### src/rtl/finv_arbiter.sv
// Round-robin front end for a shared, non-pipelined reciprocal (finv) unit.
// Holds the operand steady for the lookup window and bypasses IEEE special cases.
//
// state | meaning
// IDLE  | no operation; winner of the round-robin search sees req_ready
// WAIT  | operand on finv_x, counting down the table-read window
// DONE  | resp_valid pulse to the owning requester
module finv_arbiter #(
    parameter int N_REQ = 2,
    parameter int LAT   = 1
) (
    input  logic                 clk,
    input  logic                 rstn,
    input  logic [N_REQ-1:0]     req_valid,
    input  logic [32*N_REQ-1:0]  req_x,
    output logic [N_REQ-1:0]     req_ready,
    output logic [N_REQ-1:0]     resp_valid,
    output logic [31:0]          resp_y,
    output logic                 busy,
    output logic [31:0]          finv_x,
    input  logic [31:0]          finv_y
);

    localparam int IDW = $clog2(N_REQ);
    localparam int CW  = (LAT < 1) ? 1 : $clog2(LAT + 1);

    typedef enum logic [1:0] {
        IDLE = 2'd0,
        WAIT = 2'd1,
        DONE = 2'd2
    } state_t;

    state_t           state, state_next;
    logic [IDW-1:0]   rr_ptr;
    logic [IDW-1:0]   id;
    logic [CW-1:0]    cnt;
    logic [31:0]      op_reg;
    logic             special;

    logic [IDW-1:0]   grant_idx;
    logic             grant_any;
    logic             accept;
    logic [31:0]      sel_x;
    logic [7:0]       sel_e;
    logic             sel_special;
    logic [31:0]      bypass_y;
    logic [N_REQ-1:0] id_onehot;

    always_comb begin
        grant_idx = '0;
        grant_any = 1'b0;
        for (int k = 1; k <= N_REQ; k++) begin
            logic [IDW-1:0] cand;
            cand = IDW'((int'(rr_ptr) + k) % N_REQ);
            if (!grant_any && req_valid[cand]) begin
                grant_any = 1'b1;
                grant_idx = cand;
            end
        end
    end

    always_comb begin
        req_ready = '0;
        if (state == IDLE && grant_any) begin
            req_ready[grant_idx] = 1'b1;
        end
    end

    assign accept      = |(req_valid & req_ready);
    assign sel_x       = req_x[32*grant_idx +: 32];
    assign sel_e       = sel_x[30:23];
    // Exponent 253..255 gives a reciprocal below the normal range (or inf/NaN).
    assign sel_special = (sel_e == 8'd0) || (sel_e >= 8'd253);

    always_comb begin
        bypass_y = {op_reg[31], 31'b0};
        if (op_reg[30:23] == 8'd0) begin
            bypass_y = {op_reg[31], 8'hff, 23'b0};
        end else if (op_reg[30:23] == 8'hff && op_reg[22:0] != 23'd0) begin
            bypass_y = {op_reg[31], 8'hff, 1'b1, op_reg[21:0]};
        end
    end

    always_comb begin
        id_onehot     = '0;
        id_onehot[id] = 1'b1;
    end

    always_ff @(posedge clk or negedge rstn) begin
        if (!rstn) begin
            state <= IDLE;
        end else begin
            state <= state_next;
        end
    end

    always_comb begin
        state_next = state;
        case (state)
            IDLE: if (accept) state_next = WAIT;
            WAIT: if (cnt == '0) state_next = DONE;
            DONE: state_next = IDLE;
            default: state_next = IDLE;
        endcase
    end

    always_ff @(posedge clk or negedge rstn) begin
        if (!rstn) begin
            rr_ptr     <= IDW'(N_REQ - 1);
            id         <= '0;
            op_reg     <= '0;
            special    <= 1'b0;
            cnt        <= '0;
            resp_valid <= '0;
            resp_y     <= '0;
        end else begin
            case (state)
                IDLE: begin
                    if (accept) begin
                        rr_ptr  <= grant_idx;
                        id      <= grant_idx;
                        op_reg  <= sel_x;
                        special <= sel_special;
                        cnt     <= CW'(LAT);
                    end
                end
                WAIT: begin
                    if (cnt == '0) begin
                        resp_y     <= special ? bypass_y : finv_y;
                        resp_valid <= id_onehot;
                    end else begin
                        cnt <= cnt - 1'b1;
                    end
                end
                DONE: resp_valid <= '0;
                default: ;
            endcase
        end
    end

    assign busy   = (state != IDLE);
    assign finv_x = op_reg;

endmodule

### config.mk
export PLATFORM = sky130hd
export DESIGN_NAME = finv_arbiter
export DESIGN_NICKNAME = d
export VERILOG_FILES = /design/src/rtl/finv_arbiter.sv
export SDC_FILE = /design/constraint.sdc
export NUM_CORES = 1
export LEC_CHECK = 0
export CAP_MARGIN = 15
export CORE_UTILIZATION = 35
export CTS_CLUSTER_SIZE = 14
export DETAILED_ROUTE_END_ITERATION = 6
export PLACE_DENSITY = 0.79
export SLEW_MARGIN = 40
export SYNTH_ARGS = -nofsm -noshare
export SYNTH_HDL_FRONTEND = slang
export SYNTH_SLANG_ARGS = --single-unit
export TNS_END_PERCENT = 1
### constraint.sdc
create_clock -name clk -period 1.75 [get_ports clk]
set_input_delay 0.35 -clock clk [delete_from_list [all_inputs] [get_ports clk]]
set_output_delay 0.35 -clock clk [all_outputs]
set_load 0.05 [all_outputs]
* Word-level counts from Yosys, hierarchy flattened
Index checks and enable logic that the tools add are counted.
** Storage, ports and cells
- Register bits :: 72
- Latch bits :: 0
- Memory bits (writable) :: 0
- ROM bits :: 0
- Bits of input ports :: 100
- Output and inout port bits :: 69
- Word-level logic and storage cells :: 70
- Memories kept :: 0
** Cells by class
- Add/sub/neg operators :: 3
- Multipliers :: 0
- Divide/modulo/power cells :: 0
- Order comparisons :: 7
- Equal/unequal tests :: 5
- Shifts and indexed selects :: 1
- Multiplexer cells :: 24
- Bitwise gates (word level) :: 2
- Reduce and logical (&&, ||, !) cells :: 20
** Operators by type and width (count)
- $shiftx A64 B7 Y32 :: 1
- $mux W31 :: 2
- $mux W32 :: 1
- $reduce_bool A23 Y1 :: 1
- $logic_not A8 Y1 :: 2
- $mux W1 :: 12
- $reduce_and A2 Y1 :: 5
- $eq A8 B8 Y1 const B :: 1
- $ge A8 B8 Y1 const B :: 1
- $lt A1 B2 Y1 const B :: 4
- $mux W2 :: 4
- $pmux W2 S2 :: 2
- $reduce_bool A2 Y1 :: 3
- $logic_and A1 B1 Y1 :: 5
- $ne A2 B2 Y1 const B :: 2
- $add A1 B1 Y1 const B :: 2
- $and A2 B2 Y2 :: 1
- $demux W1 S1 :: 2
- $eq A2 B1 Y1 const B :: 1
- $eq A2 B2 Y1 const B :: 1
- $ge A1 B1 Y1 const B :: 2
- $logic_not A2 Y1 :: 1
- $pmux W1 S2 :: 1
- $reduce_or A2 Y1 :: 1
- 4 further kinds :: 4

* Longest topological paths before layout
Gate-level depths: netlist (run 1).
- Word-level depth :: 16
- Mapped depth :: 6
- Mapped depth without buffers :: 4

* Worst setup path before layout (run 1)
No wires, ideal clock.
- Kind :: reg-to-reg
- Start :: reg op_reg[25] (netlist: finv_x[25])
- End :: reg resp_y[0]
- Setup time :: 0.127 ns
- Arrival :: 1.763 ns
- Data required time :: 1.623 ns
- Slack :: -0.140 ns
- Stages on the path, launching flop included :: 6
- Path buffers :: 1
- Clock period less this slack :: 1.890 ns
- Cell sequence :: dfrtp_1 or4_4 o21a_1 o2111ai_4 buf_6 o22ai_2
** On the way
- Word-level cells in the longest chain between the ends :: 5
- Elaborated cells between the ends (all ways) :: 6
- Classes of those cells :: 1 x eq/ne; 3 x mux; 2 x reduce/logical
** RTL lines
- start: declaration :: line 37 : logic [31:0] op_reg;
- start signal: assignment :: line 122 : op_reg <= sel_x;
- $eq A8 B8 Y1 :: line 79 : end else if (op_reg[30:23] == 8'hff && op_reg[22:0] != 23'd0) begin
- $logic_and A1 B1 Y1 :: line 79
- $mux W31 :: line 79
- $mux W31 * :: line 77 : if (op_reg[30:23] == 8'd0) begin
- $mux W32 * :: line 129 : resp_y <= special ? bypass_y : finv_y;
- end signal: assignment :: line 129
- end: declaration :: line 18 : output logic [31:0] resp_y,
Mark *: on every way between the ends. The rest lies on a longest branch, timed or not.
A chain may end at the register's enable or synchronous reset.

* Final worst setup path (run 1)
- Start :: reg state[1]
- End :: out req_ready[0]
** On the way
- Word-level cells in the longest chain between the ends :: 3
** RTL lines
- start: declaration :: line 33 : state_t state, state_next;
- start signal: assignment :: line 93 : state <= state_next;
- $logic_not A2 Y1 :: line 64 : if (state == IDLE && grant_any) begin
- $logic_and A1 B1 Y1 :: line 64
- $mux W2 :: line 64
- end: declaration :: line 16 : output logic [N_REQ-1:0] req_ready,
Every way passes these cells.

==> parameters.txt, run 1 <==
Parameter                              Value

Clocking
  TritonCTS buffer count ... 9
  Clock transition at the registers of the reported paths ... 90 ps
  TritonCTS clock tree ... built
  Clock buffer depth ... 2
  Maximum level of the CTS H-tree ... 3
  CTS Sinks ... 72
  Later-pin clock latency in the skew report ... 340 ps
  Clock root cell ... sky130_fd_sc_hd__clkbuf_8

Worst setup path
  RR Startpoint ... finv_x[30]
  Crit path depth ... 5
  End of the worst register-to-register path ... resp_y[13]
  Slowest stage delay, CP ... 440 ps
  Worst reg-to-reg setup slack ... 0 ps
  Required time at the endpoint of the critical path ... 1400 ps
  Most used cell along the critical path ... sky130_fd_sc_hd__buf_12
  R2R cell count ... 5
  Start-to-end type of the worst setup path ... register to output port
  Worst path top cell family by delay ... flip-flops
  Crit Path Max Fanout ... 5
  Startpoint class of the critical path ... register
  Standard cell with the maximum stage delay on the critical path ... sky130_fd_sc_hd__dfrtp_2
  Type of destination of the critical path ... output port
  Cells along the critical path ... nor2_1 > buf_4 > and3_4 > buf_12 > buf_12
  Count of buffer and inverter cells on the critical path ... 3
  Worst EP arrival ... 1440 ps

Placed design
  Number of instances in the placed design ... 693
  Routability congestion estimate from global placement ... 0.818
  Port Buffers ... 168
  Sum of net half-perimeters after detailed placement ... just under 9000 um

Yosys
  Synth unique cells ... 39
  Total standard cell area after synthesis ... roughly 0.0035 mm2
  Number of synthesized flops with an enable pin ... 0
  Sequential-to-total area share from yosys stat ... 0.514
  Async set-or-reset flop fraction in the synthesized netlist ... 1.00
  YS warnings ... 0
  Number of storage elements in the synthesis netlist ... 72
  Mean post-synth cell area ... 9.43 um2
  Most used DFF post-synth ... sky130_fd_sc_hd__dfrtp_1
  Synthesized netlist net count ... about 470
  Cells after Synth ... 372

Route
  Total wirelength of the detailed-routed design ... roughly 12000 um
  DR WL/cell ... 16.1 um
  Post-detailed-route via-to-cell ratio ... 5.03
  Count of vias placed by the detailed router ... about 3600
  DR pass1 iterations ... 5
  Violation count after the first detailed-routing iteration ... 224
  DRC violations left ... 0
  Number of nets still failing antenna checks after routing ... 0

Global routing
  Number of global-route vias before repair ... 3624
  GR met3 Demand/Resource ... 0.0356
  Antenna violations before repair ... 0
  Gr usage total ... 0.225
  GR Layer Usage met2 ... 0.362
  Wire length of the first global-routing pass ... 17900 um
  Layer carrying the most global-route usage ... met2
  Global routing met1 resource utilization ... 0.307
  Pin count of the biggest net entering global routing ... 37
  Gr ovfl total ... 0

Finish
  Leading cell type in the layout, fill and taps excluded ... sky130_fd_sc_hd__buf_4
  Antenna fix cells ... 0
  Seq. cell area ... approximately 0.0018 mm2
  Non-filler cells, final ... 715
  Fill cell instance count of the final layout ... 878
  Layout cell share with drive strength beyond 1 ... 0.271
  Most frequent cells in the layout ... 110 x sky130_fd_sc_hd__buf_4, 97 x sky130_fd_sc_hd__clkdlybuf4s50_1, 66 x sky130_fd_sc_hd__dfrtp_1, 40 x sky130_fd_sc_hd__nor2_1, 37 x sky130_fd_sc_hd__inv_1
  Total area of multi-input combinational cells ... 0.00150 mm2
  Net count reported at finish ... 677
  Area delta synth->final ... 66.0%
  Post-route core utilization ... 0.599

Flow run
  Max-capacitance violation count ... 0

Timing
  Final setup violation count ... 1
  Final setup slack of the worst path ... -39.1 ps
  Unrepaired setup endpoints after global routing ... yes
  Setup total negative slack ... -39.1 ps
  Final Hold Fails ... 0
  Crit share post-route ... 1.02
  Max Slew Vio Count ... 0
  Max Clk Rate ... 559 MHz
  Tmin final ... approximately 1800 ps
  Worst-case clock skew ... 13.9 ps
  Slew at the pin closest to its max-slew limit ... 563 ps
  Relative slew slack ... 0.622
  Worst hold margin ... 452 ps

Outcome
  Run status ... finished, violations left
  Violations in the final reports ... setup timing

Die
  Cell Rows ... 36
  Number of top-level pins ... 169
  Effective utilization at floorplan ... 0.361
  Core region area ... roughly 0.01 mm2
  Horizontal extent of the die ... 102 um
  Die Area ... 0.0104 mm2
  Die extent in y ... 102 um

Worst hold path
  Min-Delay Path Class ... primary input to asynchronous set/reset pin

Power
  Total power ... 0.0123 W
  Cell leakage power ... 2.68 nW
  Pwr Density ... 2110 mW/mm2
  Worst IR Drop VDD ... 880 uV
registers in the layout, indices dropped and copies added, names as in the netlist:
name / flops
finv_x: 32
resp_y: 32
resp_valid: 2
state: 2
cnt: 1
id: 1
rr_ptr: 1
special: 1
worst reg2reg max path, cell delays in order (launching register included):
cell and delay [ps]:
sky130_fd_sc_hd__dfrtp_2 400, sky130_fd_sc_hd__or4_4 560, sky130_fd_sc_hd__o21a_1 240, sky130_fd_sc_hd__o2111ai_4 150, sky130_fd_sc_hd__buf_12 180, sky130_fd_sc_hd__o22ai_1 90
power breakdown:
| group | internal, W | leakage [nW] | switching (W) | total, W |
|---|---|---|---|---|
| Clock | 0.000805 | 0.104 | 0.000623 | 0.00143 |
| Sequential | 0.00250 | 0.873 | 0.000597 | 0.00309 |
| Combinational | 0.00277 | 1.70 | 0.00498 | 0.00775 |
| Total | 0.00607 | 2.68 | 0.00619 | 0.0123 |
worst max path at each step:
stage                      start           end  slack [ps]
finish                  state[1]  req_ready[0]         -40
global placement    req_valid[1]    finv_x[15]        -200
CTS                     state[1]  req_ready[0]         -50
floorplan             finv_x[27]     resp_y[0]         -90
detailed placement  req_valid[1]    finv_x[15]        -220
global route            state[0]  req_ready[0]        -100
Yosys cell counts, types with 2 or more instances:
master / number / area share
sky130_fd_sc_hd__inv_1: 37 / 0.040
sky130_fd_sc_hd__clkbuf_1: 13 / 0.014
sky130_fd_sc_hd__o22ai_1: 9 / 0.016
sky130_fd_sc_hd__buf_1: 2 / 0.0021
sky130_fd_sc_hd__o21ai_0: 34 / 0.049
sky130_fd_sc_hd__nor2_1: 40 / 0.043
sky130_fd_sc_hd__buf_6: 2 / 0.0064
sky130_fd_sc_hd__mux2i_1: 21 / 0.060
sky130_fd_sc_hd__a21oi_1: 26 / 0.037
sky130_fd_sc_hd__and3_1: 2 / 0.0036
sky130_fd_sc_hd__nor3_1: 2 / 0.0029
sky130_fd_sc_hd__a21o_1: 2 / 0.0043
sky130_fd_sc_hd__a22oi_1: 8 / 0.017
sky130_fd_sc_hd__o22ai_2: 7 / 0.025
sky130_fd_sc_hd__nor3b_1: 7 / 0.015
sky130_fd_sc_hd__o21ai_1: 5 / 0.0071
sky130_fd_sc_hd__nor4_1: 8 / 0.014
sky130_fd_sc_hd__nand4_1: 5 / 0.0089
sky130_fd_sc_hd__dfrtp_1: 71 / 0.51
sky130_fd_sc_hd__nand2b_1: 2 / 0.0036
sky130_fd_sc_hd__nand2_1: 34 / 0.036
sky130_fd_sc_hd__a222oi_1: 12 / 0.034
sky130_fd_sc_hd__buf_2: 7 / 0.010
what timing repair did:
action | CTS | global route
buffers inserted | 3 | 2
endpoints found under the hold margin | 23 | 0
setup endpoints to repair | 32 | 36
hold buffers | 1 | 0
pin swaps | 3 | 3
gates resized for setup | 7 | 7
routing by layer:
layer  wire (um)  up-vias
li1            -     1720
met1        5160     1707
met3         686       18
met2        5410      150
met4         246        0
met5           0        -
kinds of logic (layout without fill, tap and decap cells):
family                 count (synthesis)  after routing  synth area share
AOI/OAI and AO/OA                    111            111             0.213
DFF                                   72             72             0.514
muxes                                 21             21            0.0599
and+or+nand+nor                      105            105             0.138
buffers and inverters                 63            273            0.0745
layout make-up:
cell class	instances	area share
timing repair buffer	218	0.341
tap	133	0.0286
clock buffer	11	0.0226
clock inverter	5	0.0140
multi-input combinational	237	0.258
inverter	39	0.0253
sequential	72	0.311
metrics by stage:
step | setup WS [ps] | area [um2]
finish | -39.1 | 5830
global placement | -205 | 5520
floorplan | -87.3 | 3510
detailed placement | -222 | 5520
CTS | -46.9 | 5790
global route | -99.4 | 5830
Power figures use the tool's default switching activity.
==> run 2: changes to the inputs <==
==> constraint.sdc (replaced) <==
create_clock -name clk -period 1.8 [get_ports clk]
set_input_delay 0.36 -clock clk [delete_from_list [all_inputs] [get_ports clk]]
set_output_delay 0.36 -clock clk [all_outputs]
set_load 0.05 [all_outputs]
==> run 2 against run 1 <==
  * The run now ends clean
  * Final area shrank 1.2%
  * Cell count shrank 0.70%
  * Total power shrank 4.4%
  * Utilization shrank 0.72 points
  * Combinational power shrank 4.9%
  * Worst setup slack gained 64 ps
  * First-iteration DRC count shrank 1.3%
  * Sequential power shrank 2%
  * Via count is essentially flat
  * Largest power group unchanged
  * Critical path type is now primary input to output port
  * Die area is the same
  * Count of clock-buffer cells in the layout is the same
==> parameters.txt, run 2 (same netlist as run 1, synthesis figures left out) <==
Parameter                              Value

Worst setup path
  Start-to-end type of the worst setup path ... primary input to output port
  Startpoint class of the critical path ... primary input
  Required time at the endpoint of the critical path ... 1440 ps
  Standard cell with the maximum stage delay on the critical path ... sky130_fd_sc_hd__clkdlybuf4s50_1
  Type of destination of the critical path ... output port
  Worst EP arrival ... roughly 1400 ps
  Crit Path Max Fanout ... 2
  Most used cell along the critical path ... sky130_fd_sc_hd__buf_12
  RR Startpoint ... finv_x[19]
  Source of the critical timing path ... req_valid[0]
  Cells along the critical path ... clkdlybuf4s50_1 > buf_4 > and3_4 > buf_12 > buf_12
  Slowest stage delay, CP ... 500 ps

Die
  Effective utilization at floorplan ... 0.361
  Cell Rows ... 36
  Die Area ... 0.0104 mm2
  Horizontal extent of the die ... 102 um
  Die extent in y ... 102 um
  Number of top-level pins ... about 170
  Core region area ... roughly 0.0097 mm2

Finish
  Leading cell type in the layout, fill and taps excluded ... sky130_fd_sc_hd__buf_4
  Layout cell share with drive strength beyond 1 ... 0.265
  Antenna fix cells ... 0
  Most frequent cells in the layout ... 106 x sky130_fd_sc_hd__buf_4, 98 x sky130_fd_sc_hd__clkdlybuf4s50_1, 69 x sky130_fd_sc_hd__dfrtp_1, 40 x sky130_fd_sc_hd__nor2_1, 37 x sky130_fd_sc_hd__inv_1
  Area delta synth->final ... 64.1%
  Fill cell instance count of the final layout ... 888
  Post-route core utilization ... 0.592
  Net count reported at finish ... 672

Timing
  Slew at the pin closest to its max-slew limit ... between 500 and 600 ps
  Tmin final ... 1770 ps
  Final setup violation count ... 0
  Final Hold Fails ... 0
  Max Slew Vio Count ... 0
  Setup total negative slack ... 0 ps
  Unrepaired setup endpoints after global routing ... yes
  Relative slew slack ... 0.625
  Crit share post-route ... 0.986
  Max Clk Rate ... 563 MHz
  Worst-case clock skew ... 11.4 ps

Route
  Total wirelength of the detailed-routed design ... around 12000 um
  Number of nets still failing antenna checks after routing ... 0
  DRC violations left ... 0
  Post-detailed-route via-to-cell ratio ... 5.06
  Count of vias placed by the detailed router ... 3592
  Violation count after the first detailed-routing iteration ... 221
  DR WL/cell ... 16.3 um
  DR pass1 iterations ... 7

Global routing
  Gr ovfl total ... 0
  Antenna violations before repair ... 0
  Number of global-route vias before repair ... around 3500
  Pin count of the biggest net entering global routing ... 36
  Wire length of the first global-routing pass ... 17500 um
  Gr usage total ... 0.222

Clocking
  CTS Sinks ... 72
  Clock transition at the registers of the reported paths ... ~80 ps
  Maximum level of the CTS H-tree ... 3
  Clock buffer depth ... 2
  Later-pin clock latency in the skew report ... roughly 340 ps
  Clock root cell ... sky130_fd_sc_hd__clkbuf_8
  TritonCTS clock tree ... built
  TritonCTS buffer count ... 9

Power
  Worst IR Drop VDD ... 817 uV
  Cell leakage power ... 2.65 nW
  Pwr Density ... around 2000 mW/mm2

Worst hold path
  Min-Delay Path Class ... primary input to asynchronous set/reset pin

Placed design
  Sum of net half-perimeters after detailed placement ... 8770 um
  Routability congestion estimate from global placement ... roughly 0.83
  Port Buffers ... 168

Flow run
  Max-capacitance violation count ... 0

Outcome
  Run status ... finished clean
[run 2: cell types whose count changed in the layout (fill, tap and decap cells not counted), moves of 3 or more]
cell and delta:
sky130_fd_sc_hd__dfrtp_2 -3, sky130_fd_sc_hd__o21ai_0 +3, sky130_fd_sc_hd__buf_4 -4, sky130_fd_sc_hd__dfrtp_1 +3
[run 2: critical path, delay by kind of cell]
family        cells  cell delay, ps
buf+inv           4             880
simple gates      1             180
[run 2: area by class of cell]
type	count	area, um2	area share
multi-input combinational	237	1490	0.259
clock inverter	5	55.1	0.00957
sequential	72	1810	0.314
tap	133	166	0.0289
inverter	39	148	0.0257
clock buffer	11	151	0.0263
timing repair buffer	213	1940	0.337
[run 2: worst paths after layout]
| path | to | cells past startpoint | slack (ps) |
|---|---|---|---|
| max | req_ready[0] | 5 | 30 |
| min | finv_x[1] | 2 | 510 |
| max reg2reg | resp_y[13] | 6 | 50 |
| min reg2reg | resp_y[19] | 2 | 510 |
| max in group asynchronous | cnt | 3 | 740 |
| min in group clk | resp_y[19] | 2 | 510 |
[run 2: routing by layer]
| layer | up-vias | GRT usage | routed length, um |
|---|---|---|---|
| met5 | - | 0 | 0 |
| met4 | 0 | 0.0758 | 267 |
| li1 | 1713 | - | - |
| met1 | 1692 | 0.301 | 5180 |
| met2 | 165 | 0.354 | 5310 |
| met3 | 22 | 0.0445 | 792 |
[run 2: stage by stage]
step	hold slack [ps]	total power (W)	instance area (um2)	std cells	setup WS, ps
2_1_floorplan	64.4	0.00751	3510	372	-70.3
3_3_place_gp	328	0.0101	5460	687	-54.6
3_5_place_dp	340	0.0103	5460	687	-109
4_1_cts	511	0.0117	5700	707	1.88
5_1_grt	532	0.0124	5760	710	-67.5
6_report	508	0.0117	5760	710	25.2
[run 2: where the power goes]
part	leakage (nW)	switching, W	total, W	internal (W)
Combinational	1.67	0.00475	0.00737	0.00262
Clock	0.101	0.000622	0.00133	0.000712
Sequential	0.877	0.000601	0.00302	0.00242
Total	2.65	0.00597	0.0117	0.00575
[run 2: timing repair]
action,in CTS,in global routing
endpoints found under the setup margin,2,32
hold endpoints to repair,28,0
hold buffers,1,0
setup buffers,3,3
gates resized for setup,2,6
pin swaps,0,1
==> run 3: changes to the inputs <==
==> constraint.sdc (replaced) <==
create_clock -name clk -period 1.89 [get_ports clk]
set_input_delay 0.378 -clock clk [delete_from_list [all_inputs] [get_ports clk]]
set_output_delay 0.378 -clock clk [all_outputs]
set_load 0.05 [all_outputs]
==> run 3 against run 2 <==
  * The run now ends with setup timing left
  * Cell count down 2.1%
  * Flip-flop and latch count unchanged
  * Global-route usage down 0.39 points
  * Worst setup slack worse by 30 ps
  * Critical path type is now register to output port
  * Largest cell class unchanged
  * Largest power group unchanged
==> parameters.txt, run 3 (same netlist as run 1, synthesis figures left out) <==
Parameter                              Value

Outcome
  Run status ... finished, violations left
  Violations in the final reports ... setup timing

Timing
  Worst-case clock skew ... 11.8 ps
  Relative slew slack ... 0.619
  Slew at the pin closest to its max-slew limit ... 567 ps
  Final setup violation count ... 1
  Max Clk Rate ... 528 MHz
  Unrepaired setup endpoints after global routing ... yes
  Max Slew Vio Count ... 0
  Final setup slack of the worst path ... -4.72 ps
  Crit share post-route ... 1.00
  Final Hold Fails ... 0
  Tmin final ... about 1900 ps

Clocking
  TritonCTS clock tree ... built
  TritonCTS buffer count ... 9
  CTS Sinks ... slightly above 70
  Clock transition at the registers of the reported paths ... roughly 80 ps
  Clock root cell ... sky130_fd_sc_hd__clkbuf_8
  Maximum level of the CTS H-tree ... 3
  Later-pin clock latency in the skew report ... 340 ps
  Clock buffer depth ... 2

Route
  Count of vias placed by the detailed router ... approximately 3600
  Violation count after the first detailed-routing iteration ... approximately 170
  Post-detailed-route via-to-cell ratio ... 5.12
  Number of nets still failing antenna checks after routing ... 0
  DR WL/cell ... approximately 16 um
  Total wirelength of the detailed-routed design ... about 11000 um
  DR pass1 iterations ... 5
  DRC violations left ... 0

Die
  Number of top-level pins ... 169
  Horizontal extent of the die ... 102 um
  Die Area ... 0.0104 mm2
  Die extent in y ... 102 um
  Cell Rows ... 36
  Core region area ... between 0.009 and 0.01 mm2
  Effective utilization at floorplan ... 0.361

Flow run
  Max-capacitance violation count ... 0

Finish
  Layout cell share with drive strength beyond 1 ... 0.189
  Leading cell type in the layout, fill and taps excluded ... sky130_fd_sc_hd__clkdlybuf4s50_1
  Area delta synth->final ... 61.9%
  Most frequent cells in the layout ... 98 x sky130_fd_sc_hd__clkdlybuf4s50_1, 71 x sky130_fd_sc_hd__dfrtp_1, 68 x sky130_fd_sc_hd__buf_4, 40 x sky130_fd_sc_hd__nor2_1, 37 x sky130_fd_sc_hd__inv_1
  Post-route core utilization ... 0.584
  Net count reported at finish ... roughly 660
  Fill cell instance count of the final layout ... around 860
  Antenna fix cells ... 0

Worst setup path
  Slowest stage delay, CP ... about 560 ps
  Startpoint class of the critical path ... register
  Crit Path Max Fanout ... 14
  Cells along the critical path ... nand2b_1 > and3_4 > buf_12 > buf_12
  Worst EP arrival ... between 1500 and 2000 ps
  Type of destination of the critical path ... output port
  Start-to-end type of the worst setup path ... register to output port
  R2R cell count ... 5
  Required time at the endpoint of the critical path ... between 1500 and 2000 ps
  Standard cell with the maximum stage delay on the critical path ... sky130_fd_sc_hd__dfstp_2
  Most used cell along the critical path ... sky130_fd_sc_hd__buf_12

Global routing
  Antenna violations before repair ... 0
  Gr ovfl total ... 0
  Number of global-route vias before repair ... 3452
  Wire length of the first global-routing pass ... around 17000 um
  Gr usage total ... 0.218
  Pin count of the biggest net entering global routing ... 48

Power
  Worst IR Drop VDD ... 1150 uV
  Pwr Density ... 1900 mW/mm2
  Cell leakage power ... 2.70 nW

Placed design
  Port Buffers ... 168
  Routability congestion estimate from global placement ... 0.769
  Sum of net half-perimeters after detailed placement ... 8700 um
  Pre-CTS worst setup slack ... -133 ps

Worst hold path
  Min-Delay Path Class ... primary input to asynchronous set/reset pin
-- run 3: per-layer routing --
metal	routed length, um	part of all wire	GRT usage	vias up
met2	5690	0.50	0.363	162
met1	4860	0.42	0.285	1689
met4	264	0.023	0.0868	0
met3	640	0.056	0.0335	20
li1	-	-	-	1684
met5	0	0	0	-
-- run 3: area by class of cell --
class,instances,area [um2],share of cell area
Clock buffer,10,138,0.0242
Inverter,39,148,0.0260
Sequential cell,72,1800,0.317
Timing Repair Buffer,199,1900,0.335
Multi-Input combinational cell,237,1470,0.258
Tap cell,133,166,0.0293
Clock inverter,5,57.6,0.0101
-- run 3: where the power goes --
| group | internal (W) | switching, W | total, W |
|---|---|---|---|
| clock network | 0.000636 | 0.000573 | 0.00121 |
| logic | 0.00228 | 0.00441 | 0.00668 |
| registers | 0.00230 | 0.000620 | 0.00292 |
-- run 3: what timing repair did --
item | CTS | global route
setup endpoints to repair | 15 | 15
hold endpoints to repair | 25 | 0
resized for setup | 15 | 12
buffers inserted | 0 | 6
pin swaps | 0 | 1
hold buffers | 1 | 0
-- run 3: through the flow --
step,setup TNS (ps),std cells,total power (W),hold slack [ps],area [um2]
2_1_floorplan,0,372,0.00715,82.4,3510
3_3_place_gp,-177,673,0.00948,310,5410
3_5_place_dp,-858,673,0.00966,315,5410
4_1_cts,-7.60,689,0.0108,492,5610
5_1_grt,-50.2,695,0.0114,512,5680
6_report,-4.72,695,0.0108,490,5680
-- run 3: worst max-delay path: cells and delay by family (launching register included) --
kind	cells	cell delay (ps)
buffers and inverters	2	280
flip-flops	1	560
AND/OR/NAND/NOR	2	330
-- run 3: worst paths after layout --
| check | start | slack, ps | end |
|---|---|---|---|
| max | rr_ptr | -5 | req_ready[0] |
| min | rstn | 490 | resp_y[2] |
| max reg2reg | finv_x[30] | 90 | resp_y[14] |
| min reg2reg | resp_y[22] | 490 | resp_y[22] |
| max in group asynchronous | rstn | 780 | rr_ptr |
| min in group clk | resp_y[22] | 490 | resp_y[22] |
